## config.mk

```make
export PLATFORM = sky130hd
export DESIGN_NAME = csr_bank_flat
export DESIGN_NICKNAME = d
export VERILOG_FILES = /design/src/rtl/csr_bank_pkg.sv /design/src/rtl/csr_bank_if.sv /design/src/rtl/csr_counter64.sv /design/src/rtl/csr_bank.sv /design/src/flat_wrapper.sv
export SDC_FILE = /design/constraint.sdc
export NUM_CORES = 1
export LEC_CHECK = 0
export CELL_PAD_IN_SITES_DETAIL_PLACEMENT = 1
export CELL_PAD_IN_SITES_GLOBAL_PLACEMENT = 2
export CORE_MARGIN = 3
export CORE_UTILIZATION = 38
export CTS_CLUSTER_SIZE = 8
export DETAILED_ROUTE_END_ITERATION = 6
export HOLD_SLACK_MARGIN = 0.15
export PLACE_DENSITY_LB_ADDON = 0.1
export SLEW_MARGIN = 20
export SYNTH_ARGS = -nofsm -noshare
export SYNTH_HDL_FRONTEND = slang
export SYNTH_SLANG_ARGS = --single-unit
```

## constraint.sdc

```tcl
create_clock -name clk -period 14.05 [get_ports clk]
set_input_delay 2.81 -clock clk [delete_from_list [all_inputs] [get_ports clk]]
set_output_delay 2.81 -clock clk [all_outputs]
set_load 0.05 [all_outputs]
```

## src/rtl/csr_bank_pkg.sv

```systemverilog
// Shared CSR definitions: operation encodings, address map constants and
// the read-modify-write helper used by the CSR bank.
package csr_bank_pkg;

  typedef enum logic [1:0] {
    CSR_OP_READ = 2'b00,
    CSR_OP_RW   = 2'b01,
    CSR_OP_RS   = 2'b10,
    CSR_OP_RC   = 2'b11
  } csr_op_e;

  // Which storage element an address resolves to; read-only shadows resolve
  // to the same counter half as their machine-mode counterpart.
  typedef enum logic [2:0] {
    SEL_NONE,
    SEL_SCRATCH,
    SEL_CYC_LO,
    SEL_CYC_HI,
    SEL_RET_LO,
    SEL_RET_HI
  } csr_sel_e;

  localparam logic [11:0] CSR_MCYCLE    = 12'hB00;
  localparam logic [11:0] CSR_MINSTRET  = 12'hB02;
  localparam logic [11:0] CSR_MCYCLEH   = 12'hB80;
  localparam logic [11:0] CSR_MINSTRETH = 12'hB82;
  localparam logic [11:0] CSR_CYCLE     = 12'hC00;
  localparam logic [11:0] CSR_INSTRET   = 12'hC02;
  localparam logic [11:0] CSR_CYCLEH    = 12'hC80;
  localparam logic [11:0] CSR_INSTRETH  = 12'hC82;

  // New CSR value produced by an operation on the old value.
  function automatic logic [31:0] csr_apply(csr_op_e op, logic [31:0] old_val,
                                            logic [31:0] wdata);
    logic [31:0] res;
    res = old_val;
    case (op)
      CSR_OP_RW: res = wdata;
      CSR_OP_RS: res = old_val | wdata;
      CSR_OP_RC: res = old_val & ~wdata;
      default:   res = old_val;
    endcase
    return res;
  endfunction

endpackage

```

## src/rtl/csr_bank_if.sv

```systemverilog
// CSR request/response bus between the pipeline and the CSR bank.
interface csr_bank_if #(
  parameter int XLEN = 32
);
  logic            req_valid;
  logic [1:0]      req_op;
  logic [11:0]     req_addr;
  logic [XLEN-1:0] req_wdata;
  logic            req_nowrite;
  logic            rsp_valid;
  logic [XLEN-1:0] rsp_rdata;
  logic            rsp_illegal;

  modport master (
    output req_valid, req_op, req_addr, req_wdata, req_nowrite,
    input  rsp_valid, rsp_rdata, rsp_illegal
  );

  modport slave (
    input  req_valid, req_op, req_addr, req_wdata, req_nowrite,
    output rsp_valid, rsp_rdata, rsp_illegal
  );
endinterface

```

## src/rtl/csr_counter64.sv

```systemverilog
// 64-bit counter with increment enable and independent 32-bit half writes.
// A write to either half suppresses the increment (and carry) that cycle.
module csr_counter64 (
  input  logic        clk,
  input  logic        rst,
  input  logic        inc_en,
  input  logic        wr_lo,
  input  logic        wr_hi,
  input  logic [31:0] wdata,
  output logic [63:0] value
);

  // Software writes take priority over counting; unwritten half holds.
  always_ff @(posedge clk or posedge rst) begin
    if (rst) begin
      value <= '0;
    end else if (wr_lo || wr_hi) begin
      if (wr_lo) value[31:0]  <= wdata;
      if (wr_hi) value[63:32] <= wdata;
    end else if (inc_en) begin
      value <= value + 64'd1;
    end
  end

endmodule

```

## src/rtl/csr_bank.sv

```systemverilog
// Machine CSR bank: scratch registers plus 64-bit cycle/instret counters,
// with a single-cycle registered response carrying the pre-write value.
// Only XLEN = 32 is supported.
module csr_bank
  import csr_bank_pkg::*;
#(
  parameter int          XLEN         = 32,
  parameter int          NUM_SCRATCH  = 4,
  parameter logic [11:0] SCRATCH_BASE = 12'h7C0
) (
  input  logic    clk,
  input  logic    rst,
  input  logic    retire,
  csr_bank_if.slave bus
);

  logic [XLEN-1:0]        scratch [NUM_SCRATCH];
  logic [NUM_SCRATCH-1:0] scratch_hit;
  logic [63:0]            mcycle;
  logic [63:0]            minstret;
  csr_sel_e               sel;
  csr_op_e                op;
  logic [XLEN-1:0]        old_val;
  logic [XLEN-1:0]        new_val;
  logic                   write_req;
  logic                   illegal;
  logic                   do_write;

  assign op = csr_op_e'(bus.req_op);

  // Address decode and pre-write read mux.
  always_comb begin
    sel         = SEL_NONE;
    scratch_hit = '0;
    old_val     = '0;
    for (int unsigned i = 0; i < NUM_SCRATCH; i++) begin
      if (bus.req_addr == 12'(SCRATCH_BASE + 12'(i))) begin
        sel            = SEL_SCRATCH;
        scratch_hit[i] = 1'b1;
        old_val        = scratch[i];
      end
    end
    case (bus.req_addr)
      CSR_MCYCLE, CSR_CYCLE: begin
        sel     = SEL_CYC_LO;
        old_val = mcycle[31:0];
      end
      CSR_MCYCLEH, CSR_CYCLEH: begin
        sel     = SEL_CYC_HI;
        old_val = mcycle[63:32];
      end
      CSR_MINSTRET, CSR_INSTRET: begin
        sel     = SEL_RET_LO;
        old_val = minstret[31:0];
      end
      CSR_MINSTRETH, CSR_INSTRETH: begin
        sel     = SEL_RET_HI;
        old_val = minstret[63:32];
      end
      default: ;
    endcase
  end

  // Legality and write enable; RS/RC with a zero operand still count as writes.
  always_comb begin
    write_req = (op != CSR_OP_READ) && !bus.req_nowrite;
    illegal   = (sel == SEL_NONE) || (write_req && (bus.req_addr[11:10] == 2'b11));
    do_write  = bus.req_valid && !illegal && write_req;
    new_val   = csr_apply(op, old_val, bus.req_wdata);
  end

  csr_counter64 u_mcycle (
    .clk    (clk),
    .rst    (rst),
    .inc_en (1'b1),
    .wr_lo  (do_write && (sel == SEL_CYC_LO)),
    .wr_hi  (do_write && (sel == SEL_CYC_HI)),
    .wdata  (new_val),
    .value  (mcycle)
  );

  csr_counter64 u_minstret (
    .clk    (clk),
    .rst    (rst),
    .inc_en (retire),
    .wr_lo  (do_write && (sel == SEL_RET_LO)),
    .wr_hi  (do_write && (sel == SEL_RET_HI)),
    .wdata  (new_val),
    .value  (minstret)
  );

  // Scratch register file update.
  always_ff @(posedge clk or posedge rst) begin
    if (rst) begin
      for (int unsigned i = 0; i < NUM_SCRATCH; i++) scratch[i] <= '0;
    end else begin
      for (int unsigned i = 0; i < NUM_SCRATCH; i++) begin
        if (do_write && scratch_hit[i]) scratch[i] <= new_val;
      end
    end
  end

  // Registered response; illegal requests return zero data.
  always_ff @(posedge clk or posedge rst) begin
    if (rst) begin
      bus.rsp_valid   <= 1'b0;
      bus.rsp_rdata   <= '0;
      bus.rsp_illegal <= 1'b0;
    end else begin
      bus.rsp_valid   <= bus.req_valid;
      bus.rsp_illegal <= bus.req_valid && illegal;
      bus.rsp_rdata   <= (bus.req_valid && !illegal) ? old_val : '0;
    end
  end

endmodule

```

## src/flat_wrapper.sv

```systemverilog
// flat-port wrapper written by rule: the top's interface ports become plain ports
module csr_bank_flat import csr_bank_pkg::*;
#(
  parameter int          XLEN         = 32,
  parameter int          NUM_SCRATCH  = 4,
  parameter logic [11:0] SCRATCH_BASE = 12'h7C0
)
  (clk, rst, retire, bus_req_valid, bus_req_op, bus_req_addr, bus_req_wdata, bus_req_nowrite, bus_rsp_valid, bus_rsp_rdata, bus_rsp_illegal);
  csr_bank_if #(.XLEN(XLEN)) bus_i ();
  input  logic clk;
  input  logic rst;
  input  logic retire;
  input wire logic [$bits(bus_i.req_valid)-1:0] bus_req_valid;
  input wire logic [$bits(bus_i.req_op)-1:0] bus_req_op;
  input wire logic [$bits(bus_i.req_addr)-1:0] bus_req_addr;
  input wire logic [$bits(bus_i.req_wdata)-1:0] bus_req_wdata;
  input wire logic [$bits(bus_i.req_nowrite)-1:0] bus_req_nowrite;
  output wire logic [$bits(bus_i.rsp_valid)-1:0] bus_rsp_valid;
  output wire logic [$bits(bus_i.rsp_rdata)-1:0] bus_rsp_rdata;
  output wire logic [$bits(bus_i.rsp_illegal)-1:0] bus_rsp_illegal;
  assign bus_i.req_valid = bus_req_valid;
  assign bus_i.req_op = bus_req_op;
  assign bus_i.req_addr = bus_req_addr;
  assign bus_i.req_wdata = bus_req_wdata;
  assign bus_i.req_nowrite = bus_req_nowrite;
  assign bus_rsp_valid = bus_i.rsp_valid;
  assign bus_rsp_rdata = bus_i.rsp_rdata;
  assign bus_rsp_illegal = bus_i.rsp_illegal;
  csr_bank #(.XLEN(XLEN), .NUM_SCRATCH(NUM_SCRATCH), .SCRATCH_BASE(SCRATCH_BASE)) u_core (.clk(clk), .rst(rst), .retire(retire), .bus(bus_i));
endmodule
```

# After elaboration in Yosys (flattened, before gate mapping)
# Cells that the tools add are included.
# Widths: inputs -> output; s select.
# totals
in_bits	51
output_inout_bits	34
elab_cells	90
reg_bits	290
# op_classes
n_eq_ne	24
mux	23
n_reduce_logical	27
add_sub_neg	2
n_bitwise	3
# ops
op	n
$mux 32	9
$mux 64	3
$add 64x1->64 const B	2
$pmux 32 s4	1
$eq 12x12->1 const B	8
$pmux 32 s3	1
$eq 12x11->1 const B	4
$and 32x32->32	1
$not 32->32	1
$or 32x32->32	1
$logic_and 1x1->1	13
$pmux 3 s4	1
$mux 1	8
$ne 2x2->1 const B	4
$reduce_or 2->1	4
$eq 2x2->1 const B	3
$eq 3x2->1 const B	2
$eq 3x3->1 const B	2
$reduce_and 2->1	2
$reduce_bool 2->1	2
$logic_not 3->1	1
$logic_or 1x1->1	3
$eq 2x1->1 const B	1
$logic_not 1->1	2

# Logic depth before layout (Yosys ltp)
# Gate-level depths: netlist of the first run.
# depth
ltp_word	15
ltp_mapped	10
mapped_depth_nobuf	7

# Cells and area by module
# Synthesis of the first run repeated with hierarchy kept, for this count alone.
# hier_totals
cells_unflattened	1924
area_unflattened_um2	17251.5
# by_module_without_submodules
module	cells_per_inst	n_inst	seq_area_each_um2	area_each_um2
csr_bank	878	1	4053.9	8765.9
csr_counter64	523	2	1601.5	4242.8

# Worst setup path after synthesis of the first run
# No wires, ideal clock.
# synth_path
kind	input to register
startpoint	input bus_req_addr[6]
endpoint	register u_core.u_minstret.value[45]
path_buffers	3
slack_ns	8.936
path_stages	9
t_arrival_ns	4.976
setup_time_ns	0.138
required_ns	13.912
path_cell_list	or4b_4 > buf_2 > a2111o_1 > buf_2 > nor2_1 > clkbuf_1 > a31oi_1 > o31ai_1 > o21ai_0
# synth_between
elab_chain_len	15
elab_cells_between_ends	44
cone_classes	15 x eq/ne; 13 x mux; 2 x bitwise; 14 x reduce/logical
# synth_rtl
item	line_no	text
start, declared	flat_wrapper.sv:15	input wire logic [$bits(bus_i.req_addr)-1:0] bus_req_addr;
$eq 12x11->1	csr_bank.sv:37	if (bus.req_addr == 12'(SCRATCH_BASE + 12'(i))) begin
$mux 1 (4 in a row)	csr_bank.sv:37	
$pmux 3 s4	csr_bank.sv:43	case (bus.req_addr)
$logic_not 3->1	csr_bank.sv:67	illegal = (sel == SEL_NONE) || (write_req && (bus.req_addr[11:10] == 2'b11));
$logic_or 1x1->1	csr_bank.sv:67	
$logic_not 1->1	csr_bank.sv:68	do_write = bus.req_valid && !illegal && write_req;
$logic_and 1x1->1 (2 in a row)	csr_bank.sv:68	
$logic_and 1x1->1 (on tied branches)	csr_bank.sv:86, csr_bank.sv:87	
$logic_or 1x1->1	csr_counter64.sv:17	end else if (wr_lo || wr_hi) begin
$ne 2x2->1 (no source line) / $reduce_bool 2->1 (equally long branches)	n/a	
$reduce_and 2->1 (no source line)	n/a	
end signal, assigned	csr_counter64.sv:19	if (wr_hi) value[63:32] <= wdata;
end signal, assigned	csr_counter64.sv:21	value <= value + 64'd1;
end, declared	csr_counter64.sv:10	output logic [63:0] value
# Several ways; a longest one is shown, not always the timed one. The select of a mux whose other input is x is not followed.
# A chain may end at the register's enable or synchronous reset.

# Worst setup path in the final report of the first run
# layout_path
startpoint	input bus_req_addr[10]
endpoint	register u_core.u_minstret.value[52]
# Same word-level chain as after synthesis.

==> results of run 1 <==
## worst register-to-register path, delay by kind of cell, from the launching register on
family / cells / cell delay [ns]
AO/OA/AOI/OAI: 2 / 0.48
flip-flops: 1 / 0.56
AND/OR/NAND/NOR: 4 / 2.57
## report_power, final
| group | switching (mW) | internal (mW) | total, mW |
|---|---|---|---|
| sequential | 0.0521 | 0.858 | 0.910 |
| clock | 0.393 | 0.566 | 0.959 |
| combinational | 0.154 | 0.0674 | 0.221 |
| total | 0.598 | 1.49 | 2.09 |
## state kept, by name (all words and copies together) (netlist names)
signal,count
u_core.bus.rsp_illegal,1
u_core.bus.rsp_rdata,32
u_core.bus.rsp_valid,1
u_core.scratch,128
u_core.u_mcycle.value,64
u_core.u_minstret.value,64
## area by class of cell
cell class / instances / share of cell area, %
sequential: 290 / 36.3
antenna: 2 / 0.0250
multi-input combinational: 1535 / 47.3
inverter: 26 / 0.525
clock buffer: 50 / 5.77
timing repair buffer: 146 / 6.43
tap: 592 / 3.70
## cells in the final DEF, fill, tap and decap left out, types with 24 or more instances in the layout
cell             count
and3_1              38
nor2b_1             27
o21ai_0            189
nor4_1              24
nand2_1            275
a21oi_1            110
nand4_1             54
a211oi_1            56
a22oi_1             34
o211ai_1            28
mux2_2              30
nand3_1             61
inv_1               24
nor3_1              46
buf_4               62
nor2_1             129
clkbuf_16           45
dfrtp_1            290
clkdlybuf4s50_1     80
o22ai_1             35
## synthesized netlist by cell type (all sizes together), types with 29 or more instances
cell type	instances	area (um2)
nor3	49	250
a21oi	110	551
nor4	29	203
buf	36	173
o22ai	35	219
nand4	54	338
nor2	132	498
clkbuf	110	413
o21ai	195	980
nand3	64	320
and3	38	238
nand2	276	1040
a22oi	34	255
mux2	30	338
a211oi	60	468
dfrtp	290	7260
## per-layer routing
metal  GRT usage [%]  share of wire (%)  vias up
met5               0                  0        -
met2            56.1                 44     1014
met4            22.0                7.3        0
met3            7.12                8.4      308
li1                -                  -     7646
met1            47.0                 40     9260
## kinds of logic after synthesis
group,synth area share (%)
and+or+nand+nor,22.1
AOI/OAI and AO/OA,27.5
DFF,42.1
buffers and inverters,3.96
muxes,3.50
xor gates and xnor gates,0.711
adders and majority gates,0.145
## through the flow
step	utilization [%]	cells	instance area (um2)	total power, mW
final	45.0	2641	20000	2.09
after detailed placement	42.3	2589	18800	1.14
after CTS	44.9	2639	20000	2.09
after global routing	44.9	2639	20000	2.15
after global placement	42.3	2589	18800	1.13
after floorplan	-	1997	17200	1.02
## worst paths after layout
check | startpoint | end | slack (ns) | cells past startpoint
max in group asynchronous | rst | u_core.u_minstret.value[32] | 9.01 | 4
worst max-delay path | bus_req_addr[10] | u_core.u_minstret.value[52] | 7.54 | 8
min in group asynchronous | rst | u_core.scratch[112] | 2.75 | 2
worst min register to register | u_core.scratch[116] | u_core.scratch[116] | 0.48 | 2
worst max register to register | u_core.u_mcycle.value[12] | u_core.u_mcycle.value[59] | 10.34 | 6
worst min-delay path | u_core.scratch[116] | u_core.scratch[116] | 0.48 | 2
==> results.cfg, run 1 <==
[floorplan]
core_area_mm2 = 0.0445
fp.dieW_um = 219
die_h_um = 219
io_pins = 85
initial_core_util_pct = 38.8
rows = 77
die_area_mm2 = 0.0480

[drt]
ant_nets = 0
wl_mm = 87.5
num_vias = 18200
wl_per_cell_um = 33.1
vias_per_cell = 6.90
drt_first_pass_iters = 7
drc_errors = 0
drtIter0Drc = 1904

[min_path]
hp-class = flop to flop

[critical_path]
cp_max_fo = 24
path_cells = clkdlybuf4s50_1 > nand3b_1 > a2111o_1 > nor2_2 > buf_4 > nand2_1 > a31oi_1 > a211oi_1
worst_path_largest_cell_delay_ns = 0.85
crit_required_ns = 14.47
critPathSlowestCell = a2111o_1
arrival_ns = 6.93
cp_num_buf_inv = 2
critPathTopFamily = simple AND/OR/NAND/NOR gates
worstSetupEndpointType = flop
worstSetupPathType = input pin to flop
critPathLaunchType = input pin

[timing]
grt_setup_unrepaired = false
fin_ws_ns = 7.54
finClkSkew_ns = 0.0224
min_period_over_period_pct = 46.3
finalHoldViolations = 0
max_freq_mhz = 154
hold-worst-slack_ns = 0.475
min_period_ns = 6.51
drv_slew = 0
setup_viol = 0
worst_pin_slew_ns = 1.17
slew_headroom_pct = 21.6
setup_tns_ns = 0

[pwr]
powerDensity_mw_per_mm2 = 104
ir_drop_v = 0.0000767
power.leakage_nw = 7.78

[grt]
grt_max_degree = 101
grt_pass1_wl_mm = 127
grt_pass1_vias = 18000
grt.total_usage_pct = 36.3
grt_overflow_total = 0
antenna_found_initial = 2

[clocking]
clockBufferDepth = 3
cts_tree = yes
ctsResizeCount = 0
cts_setup_buffers = 0
cts-root-buf = clkbuf_16
cts.sinks = 290
cts_hold_buf = 0
cts_buffers = 42
htreeDepth = 2
cts.clk_slew.worst_paths_ns = 0.05
clk_latency_ns = 0.57

[yosys]
synth.distinct_cells = 93
yosys_warnings = 0
async_flop_share_pct = 100
netlist_instances = 1997
synth.net_count = 2050
ys_seq_elements = 290
synth_flop_cell = dfrtp_1
ys_seq_area_share_pct = 42.1
syn_area_mm2 = 0.0172
postSynthAreaPerCell_um2 = 8.64
synth-edff-count = 0

[place]
place_congestion = 0.994
io_buffers = 84
place_ws_ns = 7.12
hpwlAfterDp_mm = 60.1

[layout]
seq_area_mm2 = 0.00726
layout.nets = 2094
multi_input_area_mm2 = 0.00946
layout-drive-gt1-share_pct = 9.72
area_growth_syn_to_layout_pct = 16.0
num-fill-cells = 5190

[job]
maxCapViolations = 0

[status]
status = finished clean
(Power assumes the default switching activity.)
==> run 2: changes to the inputs <==
--- a/config.mk
+++ b/config.mk
@@ -8,7 +8,7 @@
 export CELL_PAD_IN_SITES_DETAIL_PLACEMENT = 1
 export CELL_PAD_IN_SITES_GLOBAL_PLACEMENT = 2
 export CORE_MARGIN = 3
-export CORE_UTILIZATION = 38
+export CORE_UTILIZATION = 34
 export CTS_CLUSTER_SIZE = 8
 export DETAILED_ROUTE_END_ITERATION = 6
 export HOLD_SLACK_MARGIN = 0.15
==> constraint.sdc (replaced) <==
create_clock -name clk -period 5.7 [get_ports clk]
set_input_delay 1.14 -clock clk [delete_from_list [all_inputs] [get_ports clk]]
set_output_delay 1.14 -clock clk [all_outputs]
set_load 0.05 [all_outputs]
==> run 2 against run 1 <==
Net effect: die area is 11% higher; core utilization is 3.6 points lower; global-route usage down 1.4 points; highest routed layer is now met5; sequential power up 150%; first-iteration DRC count up 3.3%; clock skew increased by 0.0078 ns; non-clock buffer count grew 43; design area increased by 2.4%; hold slack got worse by 0.0063 ns; routed wire length grew 7.4%.
==> results.cfg, run 2 (synthesis gave the netlist of run 1 again) <==
[critical_path]
crit_required_ns = 6.12
critPathLaunchType = input pin
cp_max_fo = 12
arrival_ns = 4.86
reg2reg_depth = 8
worstSetupEndpointType = flop
worstSetupPathType = input pin to flop

[timing]
min_period_ns = 4.43
max_freq_mhz = 226
fin_ws_ns = 1.27
drv_slew = 0
hold-worst-slack_ns = 0.469
slew_headroom_pct = 18.1
finClkSkew_ns = 0.0303
setup_tns_ns = 0
finalHoldViolations = 0
grt_setup_unrepaired = false
min_period_over_period_pct = 77.8
setup_viol = 0
worst_pin_slew_ns = 1.20

[place]
dp.cells = 2704
io_buffers = 84
place_congestion = 0.992
hpwlAfterDp_mm = 67.1
place_ws_ns = 0.834

[clocking]
cts_buffers = 42
htreeDepth = 2
clockBufferDepth = 3
cts_tree = yes
cts-root-buf = clkbuf_16
cts.sinks = 290
cts.clk_slew.worst_paths_ns = 0.05
ctsResizeCount = 0
clk_latency_ns = 0.57
cts_hold_buf = 0
cts_setup_buffers = 0

[layout]
final_cell_mix = 290 x dfrtp_1, 275 x nand2_1, 189 x o21ai_0
area_growth_syn_to_layout_pct = 18.8
num-fill-cells = 5722
layout-drive-gt1-share_pct = 11.5
reg_top3 = u_core.scratch: 128 flops, u_core.u_mcycle.value: 64 flops, u_core.u_minstret.value: 64 flops
final_common_cell = dfrtp_1
layout.nets = 2137
fin_cells = 2757
largest_reg_flops = 128
utilization_pct = 41.3
regMostFlops = u_core.scratch

[drt]
drtIter0Drc = 1967
num_vias = 18400
ant_nets = 0
wl_per_cell_um = 34.1
vias_per_cell = 6.67
wl_mm = 94.0
drt_first_pass_iters = 5
drc_errors = 0

[pwr]
ir_drop_v = 0.000165
powerDensity_mw_per_mm2 = 250
power.leakage_nw = 8.01

[grt]
grt_pass1_wl_mm = 135
grt_max_degree = 109
met1_usage_pct = 48.1
grt_pass1_vias = 18300
antenna_found_initial = 4
grt.total_usage_pct = 34.9
grt_overflow_total = 0
grtUsageMet3_pct = 7.61
top_usage_layer = met2
use_met2_pct = 52.3

[floorplan]
core_area_mm2 = 0.0496
rows = 81
die_h_um = 231
die_area_mm2 = 0.0535
initial_core_util_pct = 34.8
io_pins = 85
fp.dieW_um = 231

[job]
maxCapViolations = 0

[status]
status = finished clean

[min_path]
holdPathStages = 2
hp-class = flop to flop
==> run 2: path summary, 6_finish.rpt <==
kind,from,to,slack (ns)
worst min register to register,u_core.scratch[120],u_core.scratch[120],0.47
max in group asynchronous,rst,u_core.scratch[52],3.56
min in group asynchronous,rst,u_core.scratch[105],1.01
worst min-delay path,u_core.scratch[120],u_core.scratch[120],0.47
worst max register to register,u_core.u_mcycle.value[0],u_core.u_mcycle.value[54],1.78
worst max-delay path,bus_req_addr[10],u_core.u_mcycle.value[3],1.27
==> run 2: through the flow <==
step	area [um2]	total power, mW
2_1_floorplan	17300	2.52
3_3_place_gp	19300	2.81
3_5_place_dp	19400	2.82
4_1_cts	20500	5.14
5_1_grt	20500	5.29
6_report	20500	5.13
==> run 2: metal layers <==
layer / part of all wire [%] / wire (um)
met2: 43 / 40200
met4: 5.4 / 5040
met3: 8.3 / 7830
met5: 0.059 / 55
met1: 43 / 40900
==> run 2: layout make-up <==
cell class                 instances  area [um2]  share of cell area (%)
antenna                            4        10.0                  0.0488
clock buffer                      48        1100                    5.39
clock inverter                     1        8.76                  0.0427
inverter                          26         101                   0.495
multi-input combinational       1535        9500                    46.3
sequential                       290        7260                    35.4
tap                              664         831                    4.05
timing repair buffer             189        1680                    8.21
==> run 2: worst max-delay path, cell delays in order <==
cell             delay (ns)
clkdlybuf4s50_1        0.59
or3b_1                 0.70
a2111oi_4              0.67
nand4_1                0.94
buf_4                  0.47
o211ai_1               0.10
o31a_1                 0.15
o21ai_0                0.08
==> run 2: where the power goes <==
group | switching [mW] | internal, mW
combinational | 0.390 | 0.177
clock | 0.983 | 1.34
sequential | 0.124 | 2.12
==> run 3: changes to the inputs <==
==> constraint.sdc (replaced) <==
create_clock -name clk -period 3.65 [get_ports clk]
set_input_delay 0.73 -clock clk [delete_from_list [all_inputs] [get_ports clk]]
set_output_delay 0.73 -clock clk [all_outputs]
set_load 0.05 [all_outputs]
==> run 3 against run 2 <==
Net effect: non-clock buffer count is 182 higher; power rose by 63%; sequential power grew 54%; via count increased by 3.0%; clock power is 63% higher; first-iteration DRC count increased by 11%; cell count rose by 6.7%; register-to-register slack worse by 1.4 ns; critical endpoint is now u_core.u_mcycle.value[21].
==> results.cfg, run 3 (synthesis gave the netlist of run 1 again) <==
[status]
status = finished clean

[floorplan]
initial_core_util_pct = 34.8
fp.dieW_um = 231
die_area_mm2 = 0.0535
die_h_um = 231
io_pins = 85
core_area_mm2 = 0.0496
rows = 81

[layout]
utilization_pct = 45.0
largest_reg_flops = 128
final_cell_area_mm2 = 0.0223
layout.nets = 2320
reg_top3 = u_core.scratch: 128 flops, u_core.u_mcycle.value: 64 flops, u_core.u_minstret.value: 64 flops
layout-drive-gt1-share_pct = 18.7
area_growth_syn_to_layout_pct = 29.2
final_cell_mix = 290 x dfrtp_1, 275 x nand2_1, 250 x buf_4
multi_input_area_mm2 = 0.00944
num-fill-cells = 5716
seq_area_mm2 = 0.00726
final_common_cell = dfrtp_1
regMostFlops = u_core.scratch

[critical_path]
arrival_ns = 3.93
cp_max_fo = 8
critPathLaunchType = input pin
worstSetupPathType = input pin to flop
crit_required_ns = 4.13
critPathSlowestCell = a2111oi_0
critPathTopFamily = buffers and inverters
path_cells = clkdlybuf4s50_1 > or3b_1 > buf_4 > buf_4 > a2111oi_0 > buf_4 > a32oi_1 > nand3_1 > nand3_1 > buf_4 > a211oi_1
worst_path_largest_cell_delay_ns = 0.90
worstSetupEndpointType = flop
path_common_cell = buf_4
cp_num_buf_inv = 5

[timing]
slew_headroom_pct = 27.6
setup_tns_ns = 0
finalHoldViolations = 0
setup_viol = 0
hold-worst-slack_ns = 0.469
grt_setup_unrepaired = false
min_period_over_period_pct = 94.6
finClkSkew_ns = 0.0143
max_freq_mhz = 289
fin_ws_ns = 0.195
drv_slew = 0
worst_pin_slew_ns = 1.06
min_period_ns = 3.45

[place]
dpl-instance-area_mm2 = 0.0211
place_congestion = 0.953
io_buffers = 84
place_ws_ns = -0.283
hpwlAfterDp_mm = 74.2

[pwr]
ir_drop_v = 0.000282
power.leakage_nw = 9.04
powerDensity_mw_per_mm2 = 375

[grt]
grt.total_usage_pct = 36.2
grt_pass1_vias = 18900
grt_pass1_wl_mm = 139
grt_overflow_total = 0
grt_max_degree = 72
antenna_found_initial = 4

[clocking]
cts_setup_buffers = 0
cts_tree = yes
cts.clk_slew.worst_paths_ns = 0.05
cts_hold_buf = 0
ctsResizeCount = 0
htreeDepth = 2
clk_latency_ns = 0.58
cts.sinks = 290
cts_buffers = 43
clockBufferDepth = 3
cts-root-buf = clkbuf_16

[drt]
drc_errors = 0
wl_per_cell_um = 33.3
wl_mm = 97.9
drtIter0Drc = 2182
num_vias = 18900
ant_nets = 0
drt_first_pass_iters = 6
vias_per_cell = 6.44

[job]
maxCapViolations = 0

[min_path]
hp-class = flop to flop
## run 3: changes by cell type in the layout (fill, tap and decap cells not counted), moves of 2 or more
cell and change:
buf_4 +152, buf_12 +31, clkbuf_8 +4, nor4_1 +4, diode_2 -3, nor4_2 -2
nor4_4 -2
## run 3: final cells by class
class	instances	area share, %
Clock buffer	53	5.32
Sequential cell	290	32.6
Clock inverter	2	0.112
Multi-Input combinational cell	1535	42.4
Timing Repair Buffer	371	15.4
Antenna cell	1	0.0112
Inverter	26	0.455
Tap cell	664	3.73
## run 3: final timing paths
path                                           from                   endpoint  slack, ns  cells past startpoint
min in group asynchronous                       rst         u_core.scratch[43]       0.57                      2
max in group asynchronous                       rst         u_core.scratch[66]       2.17                      3
hold / removal                  u_core.scratch[121]        u_core.scratch[121]       0.47                      2
setup reg to reg           u_core.u_mcycle.value[0]  u_core.u_mcycle.value[61]       0.43                      7
hold reg to reg                 u_core.scratch[121]        u_core.scratch[121]       0.47                      2
setup / recovery                    bus_req_addr[9]  u_core.u_mcycle.value[21]       0.20                     11
## run 3: stage by stage
step                      power, mW  instances
after detailed placement       4.58       2886
after global placement         4.56       2886
after floorplan                3.94       1997
after global routing           8.59       2941
after CTS                      8.38       2941
final                          8.35       2942
## run 3: worst reg2reg max path: stages, from the launching register on
cell	delay [ns]
dfrtp_1	0.53
and4_1	0.42
nand4_1	0.29
or4_1	0.85
nor4_1	0.47
a211oi_1	0.14
buf_4	0.17
a221oi_1	0.25
## run 3: where the power goes
group | internal (mW) | switching (mW)
Clock | 2.24 | 1.55
Sequential | 3.30 | 0.146
Combinational | 0.394 | 0.710
Total | 5.94 | 2.41
## run 3: layer usage
layer,up-vias,track usage (%),wire [um]
met2,895,55.6,42800
met5,-,0,10
met3,235,6.88,7810
li1,8120,-,-
met1,9688,49.4,42200
met4,2,16.6,5140
